--- config.mk ---
export PLATFORM = sky130hd
export DESIGN_NAME = alu_seq
export DESIGN_NICKNAME = d
export VERILOG_FILES = /design/src/rtl/alu_seq.sv
export SDC_FILE = /design/constraint.sdc
export NUM_CORES = 1
export LEC_CHECK = 0
export ABC_AREA = 1
export BUFFER_PORTS_ARGS = -buffer_cell sky130_fd_sc_hd__buf_2
export CAP_MARGIN = 20
export CORE_MARGIN = 2
export CORE_UTILIZATION = 50
export CTS_CLUSTER_SIZE = 14
export DETAILED_ROUTE_END_ITERATION = 16
export GPL_ROUTABILITY_DRIVEN = 0
export PLACE_DENSITY = 0.71
export RECOVER_POWER = 100
export REMOVE_ABC_BUFFERS = 1
export SLEW_MARGIN = 20
export SYNTH_ARGS = -nofsm -noshare
export SYNTH_HDL_FRONTEND = slang
export SYNTH_SLANG_ARGS = --single-unit
export TNS_END_PERCENT = 50
--- constraint.sdc ---
create_clock -name clk -period 3.3 [get_ports clk]
set_input_delay 0.495 -clock clk [delete_from_list [all_inputs] [get_ports clk]]
set_output_delay 0.495 -clock clk [all_outputs]
set_load 0.1 [all_outputs]
--- src/rtl/alu_seq.sv ---
// alu_seq: sequential ALU with a valid/ready request port and a valid/ready result port.
// Logic ops, ADD/SUB, SLT and shifts take one cycle. MUL (shift-add) and DIVU/REMU
// (restoring division) iterate WIDTH times. The result is held until it is taken.
//
// Ports:
//   clk, rst_n               - clock, asynchronous active-low reset
//   in_valid / in_ready      - request handshake (in_ready high only when idle)
//   A, B, alu_control        - operands and operation select, captured on acceptance
//   out_valid / out_ready    - result handshake (out_valid high only while holding a result)
//   resultado, zero          - registered result and registered A==B flag
module alu_seq #(
    parameter int unsigned WIDTH = 32,
    parameter int unsigned CNT_W = $clog2(WIDTH) + 1
) (
    input  logic             clk,
    input  logic             rst_n,
    input  logic             in_valid,
    output logic             in_ready,
    input  logic [WIDTH-1:0] A,
    input  logic [WIDTH-1:0] B,
    input  logic [3:0]       alu_control,
    output logic             out_valid,
    input  logic             out_ready,
    output logic [WIDTH-1:0] resultado,
    output logic             zero
);

    localparam int unsigned SH_W = $clog2(WIDTH);
    localparam logic [CNT_W-1:0] LAST_ITER = CNT_W'(WIDTH - 1);

    localparam logic [3:0] OP_AND  = 4'b0000;
    localparam logic [3:0] OP_OR   = 4'b0001;
    localparam logic [3:0] OP_ADD  = 4'b0010;
    localparam logic [3:0] OP_XOR  = 4'b0011;
    localparam logic [3:0] OP_SLL  = 4'b0100;
    localparam logic [3:0] OP_SRL  = 4'b0101;
    localparam logic [3:0] OP_SUB  = 4'b0110;
    localparam logic [3:0] OP_SLT  = 4'b0111;
    localparam logic [3:0] OP_MUL  = 4'b1000;
    localparam logic [3:0] OP_DIVU = 4'b1001;
    localparam logic [3:0] OP_REMU = 4'b1010;

    typedef enum logic [1:0] {
        S_IDLE = 2'd0,
        S_BUSY = 2'd1,
        S_DONE = 2'd2
    } state_e;

    state_e             state_q;
    logic               in_ready_q;
    logic               out_valid_q;
    logic [WIDTH-1:0]   res_q;
    logic               zero_q;
    logic [3:0]         op_q;
    logic [CNT_W-1:0]   cnt_q;

    // Iteration registers, shared by MUL and DIVU/REMU:
    //   MUL : acc_q = partial product, x_q = shifted multiplicand, y_q = shifted multiplier
    //   DIV : acc_q = partial remainder, x_q = dividend shifting out / quotient shifting in,
    //         y_q = divisor
    logic [WIDTH-1:0]   acc_q, x_q, y_q;
    logic [WIDTH-1:0]   acc_d, x_d, y_d;
    logic [WIDTH:0]     rem_sh;

    logic [WIDTH-1:0]   single_d;
    logic [WIDTH-1:0]   multi_res_d;
    logic [SH_W-1:0]    sh_amt;
    logic               is_multi;

    // Single-cycle result computed straight from the request operands
    always_comb begin
        single_d = '0;
        sh_amt   = B[SH_W-1:0];
        is_multi = 1'b0;
        case (alu_control)
            OP_AND:  single_d = A & B;
            OP_OR:   single_d = A | B;
            OP_ADD:  single_d = A + B;
            OP_XOR:  single_d = A ^ B;
            OP_SUB:  single_d = A - B;
            OP_SLT:  single_d = WIDTH'(A < B);
            OP_SLL:  single_d = A << sh_amt;
            OP_SRL:  single_d = A >> sh_amt;
            OP_MUL, OP_DIVU, OP_REMU: is_multi = 1'b1;
            default: single_d = '0;
        endcase
    end

    // One shift-add or restoring-division step
    always_comb begin
        acc_d       = acc_q;
        x_d         = x_q;
        y_d         = y_q;
        rem_sh      = {acc_q, x_q[WIDTH-1]};
        multi_res_d = '0;
        if (op_q == OP_MUL) begin
            if (y_q[0]) begin
                acc_d = acc_q + x_q;
            end
            x_d = x_q << 1;
            y_d = y_q >> 1;
        end else begin
            // Divisor of zero always "fits": quotient fills with ones, remainder ends as A
            if (rem_sh >= {1'b0, y_q}) begin
                acc_d = rem_sh[WIDTH-1:0] - y_q;
                x_d   = {x_q[WIDTH-2:0], 1'b1};
            end else begin
                acc_d = rem_sh[WIDTH-1:0];
                x_d   = {x_q[WIDTH-2:0], 1'b0};
            end
        end
        if (op_q == OP_DIVU) begin
            multi_res_d = x_d;
        end else begin
            multi_res_d = acc_d;
        end
    end

    // Control FSM with registered handshake outputs and datapath registers
    always_ff @(posedge clk or negedge rst_n) begin
        if (!rst_n) begin
            state_q     <= S_IDLE;
            in_ready_q  <= 1'b1;
            out_valid_q <= 1'b0;
            res_q       <= '0;
            zero_q      <= 1'b0;
            op_q        <= '0;
            cnt_q       <= '0;
            acc_q       <= '0;
            x_q         <= '0;
            y_q         <= '0;
        end else begin
            case (state_q)
                S_IDLE: begin
                    if (in_valid) begin
                        op_q       <= alu_control;
                        zero_q     <= (A == B);
                        in_ready_q <= 1'b0;
                        if (is_multi) begin
                            state_q <= S_BUSY;
                            acc_q   <= '0;
                            x_q     <= A;
                            y_q     <= B;
                            cnt_q   <= '0;
                        end else begin
                            state_q     <= S_DONE;
                            res_q       <= single_d;
                            out_valid_q <= 1'b1;
                        end
                    end
                end
                S_BUSY: begin
                    acc_q <= acc_d;
                    x_q   <= x_d;
                    y_q   <= y_d;
                    // The last iteration's result is written on the same edge that enters DONE
                    if (cnt_q == LAST_ITER) begin
                        state_q     <= S_DONE;
                        out_valid_q <= 1'b1;
                        res_q       <= multi_res_d;
                        cnt_q       <= '0;
                    end else begin
                        cnt_q <= cnt_q + CNT_W'(1);
                    end
                end
                S_DONE: begin
                    if (out_ready) begin
                        state_q     <= S_IDLE;
                        in_ready_q  <= 1'b1;
                        out_valid_q <= 1'b0;
                    end
                end
                default: begin
                    state_q     <= S_IDLE;
                    in_ready_q  <= 1'b1;
                    out_valid_q <= 1'b0;
                end
            endcase
        end
    end

    assign in_ready  = in_ready_q;
    assign out_valid = out_valid_q;
    assign resultado = res_q;
    assign zero      = zero_q;

endmodule

Yosys cells after proc, flatten, opt, wreduce, memory -nomap -nowiden

Cells that the tools add are included.

Input bits: 72
Flip-flop bits (word level): 143
Word-level logic and storage cells: 95

Equal/unequal tests: 22
Reduce and logical (&&, ||, !) cells: 11
Mux-type cells: 39
Shift-type cells: 2
Add/sub/neg operators: 5
Order comparisons: 2
Bitwise operators: 4

Operator list:

| kind                                                                   | number |
|---|---|
| 32-bit 2-to-1 mux                                                      | 14 |
| 32-bit case mux with 2 select lines                                    | 4 |
| 32-bit case mux with 8 select lines                                    | 1 |
| 32-bit adder                                                           | 2 |
| 32-bit subtractor                                                      | 2 |
| 33-bit by 32-bit greater-or-equal comparator with 1-bit output         | 1 |
| 32-bit AND                                                             | 1 |
| 32-bit equality test                                                   | 1 |
| 32-bit less-than comparator                                            | 1 |
| 32-bit bitwise OR                                                      | 1 |
| 32-bit by 5-bit << shifter with 32-bit output                          | 1 |
| 32-bit by 5-bit right shift with 32-bit output                         | 1 |
| 32-bit XOR                                                             | 1 |
| 4-bit equality test (second input constant)                            | 5 |
| 6-bit 2-to-1 mux                                                       | 3 |
| 4-bit by 3-bit equality test with 1-bit output (second input constant) | 4 |
| 2-bit != test (second input constant)                                  | 6 |
| 6-bit case mux with 2 select lines                                     | 1 |
| 4-bit AND reduction                                                    | 3 |
| 1-bit 2-to-1 mux                                                       | 9 |
| 3-bit AND reduction                                                    | 3 |
| 4-bit by 2-bit equality test with 1-bit output (second input constant) | 2 |
| 2-bit 2-to-1 mux                                                       | 4 |
| 6-bit by 1-bit adder with 6-bit output (second input constant)         | 1 |
| 12 further kinds                                                       | 13 |

Logic depth before layout (Yosys ltp)

Depth in word-level cells: 6
Gate-level depth with buffers: 22
Depth with buffers taken out: 20

Worst setup path before layout

OpenSTA, ideal clock, no wires.

Path type: in2reg
Start point: input port B[2]
End point: register res_q[13], in the netlist resultado[13]
Required time: 3.177 ns
Path buffers: 4
Path slack: 0.407 ns
Stages: 17
Data arrival time: 2.770 ns
Cells stage by stage: buf_2 > clkinv_1 > buf_2 > buf_1 > ha_1 > buf_2 > nand2_1 > o21ai_0 > nand2_1 > nand2_1 > nand2_1 > nand2_1 > o21ai_0 > o21ai_0 > nand2_1 > a21oi_1 > a21oi_2

Cells in the longest elaborated chain, start to end: 5
Elaborated cells between the ends (all ways): 8
Those cells by class: add/sub (2); shift (2); mux (4)

Ends and longest elaborated chain:

| what                                      | line | RTL |
|---|---|---|
| start, declared                           | 20   | `input logic [WIDTH-1:0] B,` |
| 32-bit subtractor (tied with other cells) | 80   | `OP_SUB: single_d = A - B;` |
| 32-bit case mux with 8 select lines *     | 75   | `case (alu_control)` |
| 32-bit 2-to-1 mux *                       | 139  | `if (is_multi) begin` |
| 32-bit 2-to-1 mux *                       | 135  | `if (in_valid) begin` |
| 32-bit case mux with 2 select lines *     | 133  | `case (state_q)` |
| end signal, assigned                      | 147  | `res_q <= single_d;` |
| end signal, assigned                      | 160  | `res_q <= multi_res_d;` |
| end, declared                             | 52   | `logic [WIDTH-1:0] res_q;` |

Mark *: on every way between the ends. The rest lies on a longest branch, timed or not. The select of a mux whose other input is x is not followed.
A chain may end at the register's enable or synchronous reset.

Final worst setup path

Start point: register acc_q[10]
End point: register res_q[25], in the netlist resultado[25]

Cells in the longest elaborated chain, start to end: 6
Elaborated cells between the ends (all ways): 9
Those cells by class: add/sub (2); order compare (1); mux (6)

Ends and longest elaborated chain:

| what                                      | line    | RTL |
|---|---|---|
| start, declared                           | 61      | `logic [WIDTH-1:0] acc_q, x_q, y_q;` |
| start signal, assigned                    | 129     | `acc_q <= '0;` |
| start signal, assigned                    | 141     | `acc_q <= '0;` |
| start signal, assigned                    | 153     | `acc_q <= acc_d;` |
| 32-bit subtractor (tied with other cells) | 105     | `acc_d = rem_sh[WIDTH-1:0] - y_q;` |
| 32-bit 2-to-1 mux (on tied branches)      | 104, 97 |  |
| 32-bit 2-to-1 mux *                       | 96      | `if (op_q == OP_MUL) begin` |
| 32-bit 2-to-1 mux *                       | 112     | `if (op_q == OP_DIVU) begin` |
| 32-bit 2-to-1 mux *                       | 157     | `if (cnt_q == LAST_ITER) begin` |
| 32-bit case mux with 2 select lines *     | 133     |  |

Marks and branches as above.

==> results.json <==
{
  "initial_core_util": 0.504,
  "post-dp-hpwl_mm": 72.4,
  "path_class": "flop to flop",
  "ctsHoldBuffers": 0,
  "synth_ff_type": "dfrtp_1",
  "skew_ns": 0.0122,
  "cts_tree": "done",
  "dieArea_mm2": 0.0460,
  "crit_start": "acc_q[10]",
  "ctsLongestPathBuffers": 2,
  "syn_inst": 3930,
  "cts_sinks": 143,
  "synthArstFlopShare": 1.00,
  "syn2layout_area_growth_pct": 7.11,
  "grt_start_max_net_pins": 103,
  "grt_overflow_total": 0,
  "start_kind": "flop",
  "ctsRootBufferMaster": "clkbuf_16",
  "path_clk_slew_ns": 0.07,
  "worst_slew_pin_slew_ns": 2.99,
  "synth_seq_cells": 143,
  "dr.pass1.iters": 8,
  "cp-end-kind": "flop",
  "setup_violations": 0,
  "cts_buffers": 17,
  "syn_area_per_cell_um2": 5.63,
  "layout-drive-gt1-share": 0.0675,
  "p_leak_nw": 13.0,
  "drt_iter0_drc": 3144,
  "placed_cells": 4530,
  "hold_viol": 0,
  "numPortBuffers": 106,
  "fin_crit_ns": 3.01,
  "vias": 26763,
  "synth_area_mm2": 0.0221,
  "dieHeight_um": 214,
  "yosys_warnings": 0,
  "io_pins": 107,
  "routed_via_density": 5.86,
  "route.detailed.drc": 0,
  "fin_setup_tns_ns": 0,
  "violations": "capacitance limit, slew limit",
  "hold_class": "input port to flop",
  "cap_violations": 1,
  "cp.arrival_ns": 3.35,
  "p_clk_frac": 0.091,
  "status": "complete, but fails checks",
  "synth_edf_count": 0,
  "grt_pass1_vias": 24626,
  "slew_viol_final": 52,
  "seqPwrFrac": 0.159,
  "wl_per_cell_um": 19.8,
  "nets": 4206,
  "post_cts_resized": 0,
  "die_w_um": 214,
  "r2r_cells": 16,
  "antenna_left": 0,
  "p_comb_frac": 0.750,
  "cp-endpoint": "resultado[25]",
  "gr-usage-all-layers": 0.384,
  "clock_latency_ns": 0.46,
  "wl_mm": 90.4,
  "fmax_ghz": 0.332,
  "worstReg2RegEnd": "resultado[25]",
  "cp.required_ns": 3.64,
  "rsz0062_at_grt": "no",
  "swShare": 0.615,
  "grt_pass1_wl_mm": 137,
  "synth_seq_area_share": 0.162,
  "critPathMaxFanout": 23,
  "num_rows": 77,
  "final_cells": 4564,
  "antenna_found_initial": 1,
  "h-tree-depth": 4,
  "ff2ff_setup_slack_ns": 0.29,
  "powerDensity_mw_per_mm2": 888,
  "period_share": 0.913,
  "synth_cell_types": 58,
  "relSlewSlack": -0.993,
  "r2r_start": "acc_q[10]",
  "p_int_mw": 8.10,
  "postCtsSetupRepairBufs": 0,
  "power_switching_mw": 12.9,
  "core_area_mm2": 0.0439,
  "vdd_ir_drop_max_mv": 0.587
}
## placed cells by master, fill, tap and decap left out, types with 69 or more instances in the layout
cell type	Yosys	routed
dfrtp_1	142	142
nor2_1	303	303
nand3_1	485	487
buf_2	56	69
a21oi_1	188	195
inv_1	590	590
o211ai_1	98	98
o21ai_0	236	239
ha_1	173	173
nand2_1	1224	1229
## cell type report
cell class / instances / area, um2
Multi-Input combinational cell: 3023 / 15500
Sequential cell: 143 / 3580
Clock buffer: 18 / 429
Inverter: 604 / 2270
Tap cell: 592 / 741
Timing Repair Buffer: 168 / 1040
Antenna cell: 2 / 5.00
Clock inverter: 14 / 140
Fill cell: 4690 / 20200
## cell usage after synthesis (16+ instances only)
cell type	number	area (um2)
a21oi_1	188	941
a21oi_2	20	175
buf_1	18	67.6
buf_2	56	280
clkbuf_1	78	293
dfrtp_1	142	3550
ha_1	173	2160
inv_1	590	2210
nand2_1	1224	4590
nand2_2	37	231
nand3_1	485	2430
nand3_2	17	170
nand4_1	35	219
nor2_1	303	1140
nor3_1	29	145
o211ai_1	98	736
o21ai_0	236	1180
o21bai_1	20	150
o22ai_1	16	100
## per-stage QoR
step / power (mW) / utilization / instance area, um2 / hold WS [ns] / worst slack (ns)
global route: 22.8 / 0.540 / 23700 / 0.345 / 0.107
floorplan: 14.5 / - / 21400 / 0.199 / -7.10
finish: 21.0 / 0.540 / 23700 / 0.310 / 0.288
CTS: 20.9 / 0.543 / 23900 / 0.00494 / 0.455
global placement: 18.8 / 0.530 / 23300 / 0.478 / 0.237
detailed placement: 18.9 / 0.530 / 23300 / 0.479 / 0.209
## power by group through the flow
stage,Sequential (mW),Clock (mW),Combinational [mW]
6_report,3.35,1.91,15.8
5_1_grt,3.41,2.00,17.4
4_1_cts,3.30,1.92,15.7
3_5_place_dp,3.33,0,15.6
3_3_place_gp,3.31,0,15.5
2_1_floorplan,4.49,0,10.0
## routing by layer
| metal | up-vias | track usage | wire length [um] |
|---|---|---|---|
| met5 | - | 0 | 0 |
| met3 | 406 | 0.0713 | 10400 |
| met4 | 0 | 0.243 | 6580 |
| li1 | 12723 | - | - |
| met2 | 1663 | 0.600 | 38400 |
| met1 | 11971 | 0.489 | 35000 |
## how the worst min path moves through the flow
stage,from,end,depth (start not counted)
6_report,alu_control[3],op_q[3],3
5_1_grt,alu_control[3],op_q[3],3
4_1_cts,rst_n,acc_q[30],1
3_5_place_dp,rst_n,acc_q[30],1
3_3_place_gp,rst_n,acc_q[30],1
2_1_floorplan,rst_n,acc_q[0],0
## state kept, by name (all words and copies together) (netlist names)
name       count
acc_q         32
resultado     32
x_q           32
y_q           32
cnt_q          6
op_q           4
state_q        2
in_ready       1
out_valid      1
zero           1
## kinds of logic after synthesis
kind of cell / share of synthesized area
AOI/OAI and AO/OA: 0.168
and+or+nand+nor: 0.421
buffers and inverters: 0.136
adders and majority gates: 0.101
DFF: 0.162
muxes: 0.000905
xor gates and xnor gates: 0.0107
## worst max-delay path: stages, from the launching register on
cell and delay [ns]:
dfrtp_1 0.43, ha_1 0.37, nand2_1 0.12, nor2_1 0.32, nand2_1 0.10, inv_1 0.10
nand2_1 0.07, nand2_2 0.10, nand2_2 0.21, nand2_8 0.26, nand3_1 0.19, nand2_1 0.13
nand3_1 0.13, nand2_1 0.16, nand2_1 0.06, nand2_1 0.05, nand2_1 0.06
No activity file was read; power rests on OpenSTA's default activity.
